===== src/rtl/eth_mac_tx_fcs_ctrl_pkg.sv =====
// Shared MAC TX definitions: sequencer state encoding, framing constants and
// the reflected CRC-32 byte update used by the FCS engine.
package eth_mac_tx_fcs_ctrl_pkg;

    typedef enum logic [2:0] {
        ST_IDLE = 3'd0,
        ST_DATA = 3'd1,
        ST_PAD  = 3'd2,
        ST_FCS  = 3'd3,
        ST_IFG  = 3'd4
    } tx_state_e;

    localparam int          FCS_BYTES   = 4;
    localparam int          ETH_MIN_LEN = 60;
    localparam logic [7:0]  PAD_BYTE    = 8'h00;
    localparam logic [31:0] CRC_INIT    = 32'hFFFF_FFFF;
    localparam logic [31:0] CRC_POLY    = 32'hEDB8_8320;

    // Ethernet CRC is LSB-first, so each input bit is folded in from bit 0 upward.
    function automatic logic [31:0] crc32_byte(input logic [31:0] crc, input logic [7:0] data);
        logic [31:0] c;
        logic        fb;
        c = crc;
        for (int i = 0; i < 8; i++) begin
            fb = c[0] ^ data[i];
            c  = {1'b0, c[31:1]} ^ (fb ? CRC_POLY : 32'h0);
        end
        return c;
    endfunction

endpackage


===== src/rtl/eth_mac_tx_fcs_ctrl_if.sv =====
// Byte-stream bus between TX buffer, FCS sequencer and PHY.
// slave is the sequencer's view; master is the environment driving it.
interface eth_mac_tx_fcs_ctrl_if;
    logic [7:0] s_tdata;
    logic       s_tvalid;
    logic       s_tready;
    logic       s_tlast;
    logic [7:0] m_tdata;
    logic       m_tvalid;
    logic       m_tready;
    logic       m_tlast;

    modport slave (
        input  s_tdata, s_tvalid, s_tlast, m_tready,
        output s_tready, m_tdata, m_tvalid, m_tlast
    );

    modport master (
        output s_tdata, s_tvalid, s_tlast, m_tready,
        input  s_tready, m_tdata, m_tvalid, m_tlast
    );
endinterface


===== src/rtl/eth_mac_crc32.sv =====
// Byte-wide Ethernet CRC-32 engine; crc_out is the complemented register,
// ready to transmit low byte first.
module eth_mac_crc32
    import eth_mac_tx_fcs_ctrl_pkg::*;
(
    input  logic        clk,
    input  logic        rst_n,
    input  logic        crc_clear,
    input  logic        crc_en,
    input  logic [7:0]  data_in,
    output logic [31:0] crc_out
);

    logic [31:0] crc_q;

    always_ff @(posedge clk or negedge rst_n) begin
        if (!rst_n) begin
            crc_q <= CRC_INIT;
        end else if (crc_clear) begin
            crc_q <= CRC_INIT;
        end else if (crc_en) begin
            crc_q <= crc32_byte(crc_q, data_in);
        end
    end

    assign crc_out = ~crc_q;

endmodule


===== src/rtl/eth_mac_tx_fcs_ctrl.sv =====
// TX frame sequencer: payload pass-through, zero padding to MIN_LEN, FCS append
// and inter-frame gap.
//
// state   | meaning
// IDLE    | CRC held cleared, waiting for first payload byte to be offered
// DATA    | zero-latency payload pass-through, CRC accumulates s-side bytes
// PAD     | emitting PAD_BYTE until MIN_LEN bytes have been sent
// FCS     | emitting the frozen CRC, low byte first
// IFG     | idle gap of IFG_CYCLES cycles, CRC held cleared
module eth_mac_tx_fcs_ctrl
    import eth_mac_tx_fcs_ctrl_pkg::*;
#(
    parameter int MIN_LEN    = ETH_MIN_LEN,
    parameter int IFG_CYCLES = 12,
    parameter int CNT_W      = 11
) (
    input  logic                  clk,
    input  logic                  rst,
    eth_mac_tx_fcs_ctrl_if.slave  bus,
    output logic                  busy,
    output logic                  pad_active,
    output logic                  frame_done
);

    localparam int               IFG_W    = (IFG_CYCLES > 1) ? $clog2(IFG_CYCLES) : 1;
    localparam logic [IFG_W-1:0] IFG_LOAD = IFG_W'(IFG_CYCLES - 1);
    localparam logic [CNT_W-1:0] CNT_MAX  = {CNT_W{1'b1}};
    localparam logic [CNT_W-1:0] MIN_CNT  = CNT_W'(MIN_LEN);
    localparam logic [1:0]       FCS_LAST = 2'(FCS_BYTES - 1);

    tx_state_e        state_q, state_d;
    logic [CNT_W-1:0] cnt_q, cnt_d, cnt_inc;
    logic [1:0]       fcs_idx_q, fcs_idx_d;
    logic [IFG_W-1:0] ifg_q, ifg_d;

    logic        crc_clear;
    logic        crc_en;
    logic [7:0]  crc_din;
    logic [31:0] crc_out;
    logic [31:0] crc_sh;

    eth_mac_crc32 u_crc (
        .clk       (clk),
        .rst_n     (~rst),
        .crc_clear (crc_clear),
        .crc_en    (crc_en),
        .data_in   (crc_din),
        .crc_out   (crc_out)
    );

    // Saturating count keeps very long frames from wrapping back under MIN_LEN.
    assign cnt_inc = (cnt_q == CNT_MAX) ? cnt_q : cnt_q + 1'b1;
    assign crc_sh  = crc_out >> {fcs_idx_q, 3'b000};

    always_ff @(posedge clk or posedge rst) begin
        if (rst) begin
            state_q   <= ST_IDLE;
            cnt_q     <= '0;
            fcs_idx_q <= '0;
            ifg_q     <= '0;
        end else begin
            state_q   <= state_d;
            cnt_q     <= cnt_d;
            fcs_idx_q <= fcs_idx_d;
            ifg_q     <= ifg_d;
        end
    end

    always_comb begin
        state_d      = state_q;
        cnt_d        = cnt_q;
        fcs_idx_d    = fcs_idx_q;
        ifg_d        = ifg_q;
        bus.s_tready = 1'b0;
        bus.m_tdata  = PAD_BYTE;
        bus.m_tvalid = 1'b0;
        bus.m_tlast  = 1'b0;
        crc_clear    = 1'b0;
        crc_en       = 1'b0;
        crc_din      = PAD_BYTE;
        pad_active   = 1'b0;
        frame_done   = 1'b0;
        busy         = (state_q != ST_IDLE);

        case (state_q)
            ST_IDLE: begin
                crc_clear = 1'b1;
                cnt_d     = '0;
                fcs_idx_d = '0;
                if (bus.s_tvalid) state_d = ST_DATA;
            end
            ST_DATA: begin
                bus.m_tdata  = bus.s_tdata;
                bus.m_tvalid = bus.s_tvalid;
                bus.s_tready = bus.m_tready;
                crc_din      = bus.s_tdata;
                if (bus.s_tvalid && bus.m_tready) begin
                    crc_en = 1'b1;
                    cnt_d  = cnt_inc;
                    if (bus.s_tlast) state_d = (cnt_inc < MIN_CNT) ? ST_PAD : ST_FCS;
                end
            end
            ST_PAD: begin
                bus.m_tvalid = 1'b1;
                pad_active   = 1'b1;
                if (bus.m_tready) begin
                    crc_en = 1'b1;
                    cnt_d  = cnt_inc;
                    if (cnt_inc == MIN_CNT) state_d = ST_FCS;
                end
            end
            ST_FCS: begin
                bus.m_tvalid = 1'b1;
                bus.m_tdata  = crc_sh[7:0];
                bus.m_tlast  = (fcs_idx_q == FCS_LAST);
                if (bus.m_tready) begin
                    if (fcs_idx_q == FCS_LAST) begin
                        frame_done = 1'b1;
                        fcs_idx_d  = '0;
                        if (IFG_CYCLES == 0) begin
                            state_d = ST_IDLE;
                        end else begin
                            state_d = ST_IFG;
                            ifg_d   = IFG_LOAD;
                        end
                    end else begin
                        fcs_idx_d = fcs_idx_q + 2'd1;
                    end
                end
            end
            ST_IFG: begin
                crc_clear = 1'b1;
                if (ifg_q == '0) state_d = ST_IDLE;
                else             ifg_d   = ifg_q - 1'b1;
            end
            default: state_d = ST_IDLE;
        endcase
    end

endmodule


===== src/flat_wrapper.sv =====
// flat-port wrapper written by rule: the top's interface ports become plain ports
module eth_mac_tx_fcs_ctrl_flat import eth_mac_tx_fcs_ctrl_pkg::*;
#(
    parameter int MIN_LEN    = ETH_MIN_LEN,
    parameter int IFG_CYCLES = 12,
    parameter int CNT_W      = 11
)
  (clk, rst, busy, pad_active, frame_done, bus_s_tdata, bus_s_tvalid, bus_s_tlast, bus_m_tready, bus_s_tready, bus_m_tdata, bus_m_tvalid, bus_m_tlast);
  eth_mac_tx_fcs_ctrl_if bus_i ();
  input  logic clk;
  input  logic rst;
  output logic busy;
  output logic pad_active;
  output logic frame_done;
  input wire logic [$bits(bus_i.s_tdata)-1:0] bus_s_tdata;
  input wire logic [$bits(bus_i.s_tvalid)-1:0] bus_s_tvalid;
  input wire logic [$bits(bus_i.s_tlast)-1:0] bus_s_tlast;
  input wire logic [$bits(bus_i.m_tready)-1:0] bus_m_tready;
  output wire logic [$bits(bus_i.s_tready)-1:0] bus_s_tready;
  output wire logic [$bits(bus_i.m_tdata)-1:0] bus_m_tdata;
  output wire logic [$bits(bus_i.m_tvalid)-1:0] bus_m_tvalid;
  output wire logic [$bits(bus_i.m_tlast)-1:0] bus_m_tlast;
  assign bus_i.s_tdata = bus_s_tdata;
  assign bus_i.s_tvalid = bus_s_tvalid;
  assign bus_i.s_tlast = bus_s_tlast;
  assign bus_i.m_tready = bus_m_tready;
  assign bus_s_tready = bus_i.s_tready;
  assign bus_m_tdata = bus_i.m_tdata;
  assign bus_m_tvalid = bus_i.m_tvalid;
  assign bus_m_tlast = bus_i.m_tlast;
  eth_mac_tx_fcs_ctrl #(.MIN_LEN(MIN_LEN), .IFG_CYCLES(IFG_CYCLES), .CNT_W(CNT_W)) u_core (.clk(clk), .rst(rst), .bus(bus_i), .busy(busy), .pad_active(pad_active), .frame_done(frame_done));
endmodule

===== config.mk =====
export PLATFORM = sky130hd
export DESIGN_NAME = eth_mac_tx_fcs_ctrl_flat
export DESIGN_NICKNAME = d
export VERILOG_FILES = /design/src/rtl/eth_mac_tx_fcs_ctrl_pkg.sv /design/src/rtl/eth_mac_tx_fcs_ctrl_if.sv /design/src/rtl/eth_mac_crc32.sv /design/src/rtl/eth_mac_tx_fcs_ctrl.sv /design/src/flat_wrapper.sv
export SDC_FILE = /design/constraint.sdc
export NUM_CORES = 1
export LEC_CHECK = 0
export CAP_MARGIN = 20
export CORE_UTILIZATION = 40
export DETAILED_ROUTE_END_ITERATION = 10
export PLACE_DENSITY = 0.6
export SYNTH_ARGS = -nofsm -noshare
export SYNTH_HDL_FRONTEND = slang
export SYNTH_SLANG_ARGS = --single-unit

===== constraint.sdc =====
create_clock -name clk -period 3.1 [get_ports clk]
set_clock_uncertainty 0.15 [all_clocks]
set_input_delay 0.465 -clock clk [delete_from_list [all_inputs] [get_ports clk]]
set_output_delay 0.465 -clock clk [all_outputs]
set_load 0.02 [all_outputs]

==> metrics.yaml <==
logic_synthesis:
  synthesis.area_per_instance_um2: 9.57
  synth_edf_count: 0
  synth-xor-area-share: 0.230
  synthFlopType: "dfstp_2"
  synthCells: 407
  synth_async_sr_flop_share: 1.00
  ys_seq_area_frac: 0.344
  synth_nets: 423
  synth_compound_area_frac: 0.146
  synth_seq_cells: 52
  synth-simple-area-share: 0.175
  yosysWarnings: 0
  synthMuxAreaShare: 0.0552
  mappedNetlistArea_um2: 3900
  synth_cell_types: 66
  synth_fa_ha_area_frac: 0.00963
  synth_top_family_by_area: "XOR/XNOR gates"
sta:
  hold-worst-slack_ns: 0.351
  slew_viol_final: 0
  fin_setup_tns_ns: 0
  relSlewSlack: 0.452
  setup_viol: 0
  fmax_mhz: 345
  rsz0062_at_grt: "false"
  fin_crit_ns: 2.90
  hold_viol_final: 0
  worst_slew_pin_slew_ns: 0.816
  fin_ws_ns: 0.200
  period_share: 0.935
power:
  power_leakage_nw: 1.69
  comb_power_share: 0.675
  switching_share: 0.443
  intPower_w: 0.00299
  clkPwrFrac: 0.088
  power_density_nw_per_um2: 1190
  peakVddDrop_v: 0.000431
  switchingPower_w: 0.00237
  p_seq_frac: 0.238
floorplan:
  rows: 35
  die_area_um2: 10100
  start_util: 0.418
  core_area_um2: 9330
  die_y_um: 101
  io_pins: 27
  die_w_um: 101
route:
  drt_iter0_markers: 132
  wl_per_cell_um: 17.0
  first_pass_iters: 4
  ant_nets: 0
  drc: 0
  drt_wl_total_um: 9480
  num_vias: 3074
  vias_per_cell: 5.50
worst_setup_path:
  regToRegStartpoint: "u_core.state_q[2]"
  worst_ep_arrival_time_ns: 2.28
  rrSetupSlack_ns: 0.40
  worstSetupEndpointType: "output port"
  critPathSlowestCell: "clkdlybuf4s50_1"
  path_class: "reg2out"
  crit_start: "u_core.fcs_idx_q[0]"
  r2r_end: "u_core.u_crc.crc_q[18]"
  critPathCapture: "bus_m_tdata[2]"
  slowest_delay_ns: 0.64
  required_ns: 2.48
  crit_fanout: 6
  path_cells: "buf_4 -> mux4_2 -> a211oi_1 -> clkdlybuf4s50_1"
  reg2reg_depth: 7
  startpoint_type: "register"
status:
  status: "finished, final reports clean"
run:
  cap_violations: 0
layout:
  nets: 445
  final_common_cell: "xnor2_1"
  final_cell_mix: "xnor2_1, nor2_1, dfstp_2"
  syn_to_final_growth_pct: 15.2
  fin_area_um2: 4490
  fin_util: 0.481
  drive_gt1_frac: 0.214
  n_antenna_cell: 0
placed_design:
  dp_hpwl_um: 6810
  dp_slack_ns: 0.179
  port_buffers: 26
  placed_cell_area_um2: 4360
  gp_congestion: 0.843
clock_network:
  cts_buffer_depth: 2
  cts_setup_buffers: 0
  cts_repair_resize_count: 0
  insertion_delay_ns: 0.30
  cts_sinks: 52
  cts.clk_slew.worst_paths_ns: 0.09
  tritoncts: "done"
  cts_hold_buffers: 0
  cts_htree_levels: 2
  root_buffer: "clkbuf_8"
  cts_made_buffers: 5
global_routing:
  antenna_found_initial: 0
  grt_pass1_wl_um: 15900
  overflow: 0
  grt_start_max_net_pins: 52
  grt_pass1_vias: 2970
  grt_usage: 0.203
hold_path:
  holdCritPathClass: "reg2reg"
-- cell type report --
type,instances,area (µm²)
Sequential cell,52,1350
Tap cell,129,161
Multi-Input combinational cell,317,2410
Clock buffer,6,72.6
Fill cell,880,4840
Timing Repair Buffer,45,430
Clock inverter,2,35.0
Inverter,8,30.0
-- state kept, by name, summed over array words and instances, names as in the netlist --
register	cells
u_core.ifg_q	4
u_core.cnt_q	11
u_core.u_crc.crc_q	32
u_core.state_q	3
u_core.fcs_idx_q	2
-- critical path, delay by kind of cell (launching register included) --
kind / cells / cell delay, ns
compound gates: 1 / 0.25
buf+inv: 2 / 0.84
flops: 1 / 0.35
mux: 1 / 0.54
-- metal layers --
| metal | vias to the layer above | global-route usage | wire [µm] |
|---|---|---|---|
| li1 | 1485 | - | - |
| met1 | 1534 | 0.290 | 4500 |
| met2 | 51 | 0.337 | 4550 |
| met3 | 4 | 0.0222 | 384 |
| met4 | 0 | 0.0334 | 47 |
| met5 | - | 0 | 0 |
-- through the flow --
step           power [W]  std cells
2_1_floorplan    0.00397        407
3_3_place_gp     0.00486        551
3_5_place_dp     0.00490        551
4_1_cts          0.00539        559
5_1_grt          0.00577        559
6_report         0.00536        559
-- power by group through the flow --
stage / clock network (W) / logic (W) / registers [W]
2_1_floorplan: 0 / 0.00284 / 0.00113
3_3_place_gp: 0 / 0.00359 / 0.00126
3_5_place_dp: 0 / 0.00363 / 0.00128
4_1_cts: 0.000487 / 0.00364 / 0.00126
5_1_grt: 0.000514 / 0.00394 / 0.00131
6_report: 0.000470 / 0.00362 / 0.00127
-- how the worst min path moves through the flow --
stage	to	depth (start not counted)	start
final	u_core.ifg_q[0]	1	u_core.ifg_q[0]
after global routing	u_core.ifg_q[0]	1	u_core.ifg_q[0]
after CTS	u_core.ifg_q[0]	1	u_core.ifg_q[0]
after detailed placement	u_core.ifg_q[0]	1	u_core.ifg_q[0]
after global placement	u_core.ifg_q[0]	1	u_core.ifg_q[0]
after floorplan	u_core.ifg_q[0]	1	u_core.ifg_q[0]
-- synth_stat cells, drive strengths merged, types with 2 or more instances --
| master | count | share of area |
|---|---|---|
| xnor3 | 4 | 0.023 |
| xor2 | 28 | 0.063 |
| o211ai | 4 | 0.0077 |
| and2 | 3 | 0.0048 |
| inv | 8 | 0.0077 |
| dfstp | 32 | 0.22 |
| nor2 | 36 | 0.037 |
| a32o | 3 | 0.0077 |
| nand4 | 3 | 0.0048 |
| mux2i | 2 | 0.0051 |
| a22o | 2 | 0.0045 |
| or2 | 3 | 0.0048 |
| nor3 | 23 | 0.030 |
| a22oi | 2 | 0.0039 |
| a211oi | 8 | 0.015 |
| buf | 8 | 0.011 |
| clkbuf | 22 | 0.021 |
| and3 | 3 | 0.0048 |
| o21ai | 27 | 0.035 |
| nor2b | 5 | 0.0080 |
| nand2b | 2 | 0.0032 |
| mux4 | 8 | 0.046 |
| a41oi | 2 | 0.0045 |
| and4bb | 2 | 0.0064 |
| xnor2 | 52 | 0.14 |
| a21o | 3 | 0.0058 |
| nand2 | 24 | 0.023 |
| ha | 3 | 0.0096 |
| nor4bb | 2 | 0.0090 |
| dfrtp | 20 | 0.13 |
| or3 | 2 | 0.0032 |
| nand3 | 11 | 0.015 |
| a21oi | 28 | 0.036 |
-- kinds of logic after synthesis --
kind of cell    Yosys count
buf+inv                  38
compound gates           91
flops                    52
mux                      11
xor+xnor                 85
fa+ha+maj                 3
simple gates            127
Power figures use the tool's default switching activity.
